$ cat src/rtl/and_input_debounce.sv
// Two-channel input conditioner for and_gate: each raw input goes through a
// 2-flop synchroniser and a consecutive-mismatch debouncer with a change pulse.

module and_input_debounce_chan #(
    parameter int DEBOUNCE_CYCLES = 4,
    parameter int CNT_W           = 2
) (
    input  logic clk,
    input  logic rst_n,
    input  logic i_raw,
    output logic o_level,
    output logic o_chg
);

    localparam logic [CNT_W-1:0] LAST = CNT_W'(DEBOUNCE_CYCLES - 1);

    logic             r_sync1;
    logic             r_sync2;
    logic             r_level;
    logic             r_chg;
    logic [CNT_W-1:0] r_cnt;
    logic             w_mismatch;
    logic             w_done;

    assign w_mismatch = (r_sync2 != r_level);
    assign w_done     = w_mismatch && (r_cnt == LAST);

    always_ff @(posedge clk) begin
        if (!rst_n) begin
            r_sync1 <= 1'b0;
            r_sync2 <= 1'b0;
            r_level <= 1'b0;
            r_chg   <= 1'b0;
            r_cnt   <= '0;
        end else begin
            r_sync1 <= i_raw;
            r_sync2 <= r_sync1;
            r_chg   <= w_done;
            // Any edge where s2 agrees with the output discards the partial count.
            if (!w_mismatch || w_done) begin
                r_cnt <= '0;
            end else begin
                r_cnt <= r_cnt + CNT_W'(1);
            end
            if (w_done) begin
                r_level <= r_sync2;
            end
        end
    end

    assign o_level = r_level;
    assign o_chg   = r_chg;

endmodule

module and_input_debounce #(
    parameter int DEBOUNCE_CYCLES = 4
) (
    input  logic clk,
    input  logic rst_n,
    input  logic a_raw,
    input  logic b_raw,
    output logic a,
    output logic b,
    output logic a_chg,
    output logic b_chg
);

    // Counter must hold DEBOUNCE_CYCLES-1; keep at least one bit for the 1-cycle case.
    localparam int CNT_W = (DEBOUNCE_CYCLES > 1) ? $clog2(DEBOUNCE_CYCLES) : 1;

    and_input_debounce_chan #(
        .DEBOUNCE_CYCLES(DEBOUNCE_CYCLES),
        .CNT_W          (CNT_W)
    ) u_chan_a (
        .clk    (clk),
        .rst_n  (rst_n),
        .i_raw  (a_raw),
        .o_level(a),
        .o_chg  (a_chg)
    );

    and_input_debounce_chan #(
        .DEBOUNCE_CYCLES(DEBOUNCE_CYCLES),
        .CNT_W          (CNT_W)
    ) u_chan_b (
        .clk    (clk),
        .rst_n  (rst_n),
        .i_raw  (b_raw),
        .o_level(b),
        .o_chg  (b_chg)
    );

endmodule

$ cat config.mk
export PLATFORM = sky130hd
export DESIGN_NAME = and_input_debounce
export DESIGN_NICKNAME = d
export VERILOG_FILES = /design/src/rtl/and_input_debounce.sv
export SDC_FILE = /design/constraint.sdc
export NUM_CORES = 1
export LEC_CHECK = 0
export ABC_AREA = 1
export CAP_MARGIN = 20
export CORE_MARGIN = 4
export CORE_UTILIZATION = 30
export DETAILED_ROUTE_END_ITERATION = 8
export PLACE_DENSITY_LB_ADDON = 0.05
export SETUP_SLACK_MARGIN = 0.2
export SYNTH_ARGS = -nofsm -noshare
export SYNTH_HDL_FRONTEND = slang
export SYNTH_SLANG_ARGS = --single-unit
$ cat constraint.sdc
create_clock -name clk -period 1.05 [get_ports clk]
set_input_delay 0.2625 -clock clk [delete_from_list [all_inputs] [get_ports clk]]
set_output_delay 0.2625 -clock clk [all_outputs]
set_load 0.01 [all_outputs]
After elaboration in Yosys (flattened, before gate mapping)
Index checks and enable logic that the tools add are counted.

storage, ports and cells
  register bits after elaboration = 12
  input bits = 4
  output and inout bits = 4
  word-level logic and storage cells = 25

cells by class
  add/subtract/negate cells = 2
  equal/unequal tests = 4
  bitwise operators = 1
  reduce and logical (&&, ||, !) cells = 8

operators by type and width
  cell                                          count
  adder 2 x 1 -> 2 bit (second input constant)  2
  == test 2 bit (second input constant)         2
  OR reduction 2 bit                            2
  logical AND 1 bit                             2
  zero test 1 bit                               2
  logical OR 1 bit                              2
  inequality test 1 bit                         2
  NOT 1 bit                                     1

Longest topological paths before layout
  depth in word-level cells = 4
  gate-level depth with buffers = 4

Modules after synthesis
A second synthesis with hierarchy kept.

unflattened totals
  cells, all modules = 52
  area, all modules = 437.9 um2

modules (own cells, without submodules)
  module                   times used  cells an instance  area each (um2)
  and_input_debounce_chan  2           26                 219.0

Least setup slack after synthesis
OpenSTA, ideal clock, no wires.

  path kind = register to register
  start point = register u_chan_b.r_cnt[0]
  end point = register u_chan_b.r_cnt[0]
  library setup time = 0.064 ns
  arrival = 0.749 ns
  path slack = 0.236 ns
  stages on the path, launching flop included = 5
  path buffers = 0
  cell sequence = dfxtp_1 -> ha_1 -> inv_1 -> nand4_2 -> nor2_1

on the way
  word-level cells in the longest chain between the ends = 4
  elaborated cells between the ends (all ways) = 5
  classes of those cells = add/sub: 1; eq/ne: 1; reduce/logical: 3

RTL lines
  element                              RTL line  source
  start, declared                      21        logic [CNT_W-1:0] r_cnt;
  start signal, assigned               43        r_cnt <= r_cnt + CNT_W'(1);
  == test 2 bit                        26        assign w_done = w_mismatch && (r_cnt == LAST);
  logical AND 1 bit                    26
  logical OR 1 bit                     40        if (!w_mismatch || w_done) begin
  OR reduction 2 bit (no source line)  -

Several ways; a longest one is shown, not always the timed one.
A chain may end at the register's enable or synchronous reset.

Worst setup path in the final report
  start point = register u_chan_a.r_level, in the netlist u_chan_a.o_level
  end point = output a

RTL lines
  element                 RTL line  source
  start, declared         19        logic r_level;
  start signal, assigned  46        r_level <= r_sync2;
  end, declared           63        output logic a,

No word-level cell between the ends.

==> impl_metrics.json <==
{
  "syn_inst": 50,
  "final_common_cell": "inv_1",
  "startpoint_type": "register",
  "clk_path_buf_depth": 2,
  "syn2layout_area_growth_pct": 52.9,
  "internal_power_uw": 624,
  "synthesis.area_um2": 433,
  "wire_per_inst_um": 9.14,
  "syn_area_per_cell_um2": 8.66,
  "fmax_ghz": 1.04,
  "power_uw": 782,
  "grt_pass1_wl_um": 1240,
  "pwr-share-seq": 0.602,
  "drt-initial-drc-count": 2,
  "synth_top_family_by_area": "simple AND/OR/NAND/NOR gates",
  "hold_violations": 0,
  "core.rowCount": 13,
  "worst_slew_pin_slew_ps": 132,
  "synth-adder-area-share": 0.0578,
  "grt_usage": 0.0862,
  "synth.mux.area_fraction": 0,
  "initial_core_util": 0.325,
  "postRouteAntennaNets": 0,
  "routabilityCongestion": 0.728,
  "cts_hold_buf": 0,
  "endpoint_kind": "output port",
  "dp_hpwl_um": 518,
  "path_max_fanout": 2,
  "fin_crit_ps": 964,
  "finalMaxSlewViolations": 0,
  "cap_violations": 0,
  "place_area_um2": 533,
  "core-area_um2": 1330,
  "outcome": "finished clean",
  "setup_violations": 0,
  "clockPowerShare": 0.336,
  "slowest_stage": "dfxtp_2",
  "utilization": 0.496,
  "vias": 350,
  "antennaDiodeCount": 0,
  "synth_compound_area_frac": 0.0462,
  "yosys_register_bits": 12,
  "cts_tree": "yes",
  "fin_worst_skew_ps": 3.00,
  "path_delay_family": "flip-flops",
  "clk_pin_slew_ps": 70,
  "crit_type": "reg -> out",
  "clk_latency_ps": 260,
  "worstPathRequired_ps": 790,
  "fp.dieArea_um2": 2110,
  "finalSetupTns_ps": 0,
  "synthXorXnorAreaFrac": 0,
  "io_pins": 8,
  "combPwrFrac": 0.062,
  "ir_drop_v": 0.000785,
  "hold_class": "reg -> reg",
  "fp.dieW_um": 46.0,
  "dr.pass1.iters": 2,
  "clock_sinks": 12,
  "vias_per_cell": 4.38,
  "synth_cell_type_count": 10,
  "syn-num-nets": 56,
  "path_buf_inv": 1,
  "htree_levels": 1,
  "drive_gt1_frac": 0.538,
  "switchingPower_uw": 158,
  "io_buffers": 7,
  "holdWs_ps": 421,
  "power.density_nw_per_um2": 1180,
  "remaining_drc_errors": 0,
  "numCtsBuffers": 3,
  "power_switching_share": 0.202,
  "routed_wl_um": 731,
  "worstPathCellList": "buf_6",
  "nets": 73,
  "grt-ovfl-total": 0,
  "cts_root_buffer": "clkbuf_4",
  "max_stage_delay_ps": 330,
  "synth_top_cell_by_area": "dfxtp_1",
  "slew_headroom": 0.912,
  "cp_data_arrival_time_ps": 700,
  "synth.top_cells.by_area": "dfxtp_1 (55%), inv_1 (11%), nand2_1 (6.9%), ha_1 (5.8%), nand4_2 (5.8%)",
  "antenna_found_initial": 0,
  "die_height_um": 46.0,
  "min_period_over_period": 0.918,
  "rsz0062_at_grt": "true",
  "power.leakage_uw": 0.000305,
  "final_cell_mix": "inv_1 (10), dfxtp_1 (7), dfxtp_2 (5)",
  "synth_top_area_frac": 0.555,
  "ys_seq_area_frac": 0.555,
  "ys_warn_count": 0,
  "grt_max_degree": 8,
  "grt_pass1_vias": 310,
  "stdcell_area_um2": 662,
  "synth-simple-area-share": 0.202
}
worst reg2reg max path, stage by stage, from the launching register on:
cell and delay [ps]:
dfxtp_2 330, buf_4 130, buf_6 120, inv_4 50, nand2_4 50, nand4_4 70, nor2_1 40
metrics by stage:
| stage | setup slack, ps | instances |
|---|---|---|
| 5_1_grt | 51.8 | 80 |
| 6_report | 86.4 | 80 |
| 3_5_place_dp | -140 | 74 |
| 4_1_cts | 75.9 | 79 |
| 3_3_place_gp | -84.4 | 74 |
| 2_1_floorplan | 236 | 50 |
worst paths after layout:
check | from | to | slack, ps | cells after the start
worst max-delay path | u_chan_a.o_level$_SDFFE_PN0P_ | a | 90 | 1
worst min-delay path | u_chan_a.r_sync1$_SDFF_PN0_ | u_chan_a.r_sync2$_SDFF_PN0_ | 420 | 2
worst max register to register | u_chan_a.o_level$_SDFFE_PN0P_ | u_chan_a.r_cnt[0]$_SDFF_PP0_ | 170 | 6
worst min register to register | u_chan_a.r_sync1$_SDFF_PN0_ | u_chan_a.r_sync2$_SDFF_PN0_ | 420 | 2
layout make-up:
type,instances,area [um^2]
inverters,13,51.3
well taps,15,18.8
flip-flops and latches,12,246
multi-input cells,24,209
clock buffers,3,22.5
repair buffers,13,114
fillers,138,672
metal layers:
layer,wire (um),global-route usage
met3,70,0.0711
met2,377,0.137
met5,0,0
met1,277,0.0871
met4,6,0.0170
kinds of logic (layout without fill, tap and decap cells):
| kind of cell | after synthesis | in the layout |
|---|---|---|
| and+or+nand+nor | 18 | 18 |
| adders and majority gates | 2 | 2 |
| buffers and inverters | 14 | 29 |
| AOI/OAI and AO/OA | 4 | 4 |
| DFF | 12 | 12 |
state kept, by name (all words and copies together), names as in the netlist:
name and flops:
u_chan_b.r_sync1 1, u_chan_a.o_level 1, u_chan_b.r_sync2 1, u_chan_b.o_level 1
u_chan_b.o_chg 1, u_chan_a.r_sync1 1, u_chan_a.r_sync2 1, u_chan_a.r_cnt 2
u_chan_b.r_cnt 2, u_chan_a.o_chg 1
repair_timing:
action,CTS,global route
pin swaps,4,4
endpoints found under the setup margin,10,12
buffers inserted,2,1
resized for setup,34,15
Yosys cell counts:
library cell and count:
inv_1 13, dfxtp_1 12, nand2_1 8, nor2_1 6, a21oi_1 2, ha_1 2
nand3_1 2, nand4_2 2, o21ai_0 2, buf_6 1
power by group through the flow:
stage	combinational, uW	sequential (uW)	clock (uW)
6_report	48.2	471	263
5_1_grt	53.9	471	307
4_1_cts	43.9	470	276
3_5_place_dp	35.0	479	0
3_3_place_gp	33.5	478	0
2_1_floorplan	21.5	478	0
(Power assumes the default switching activity.)
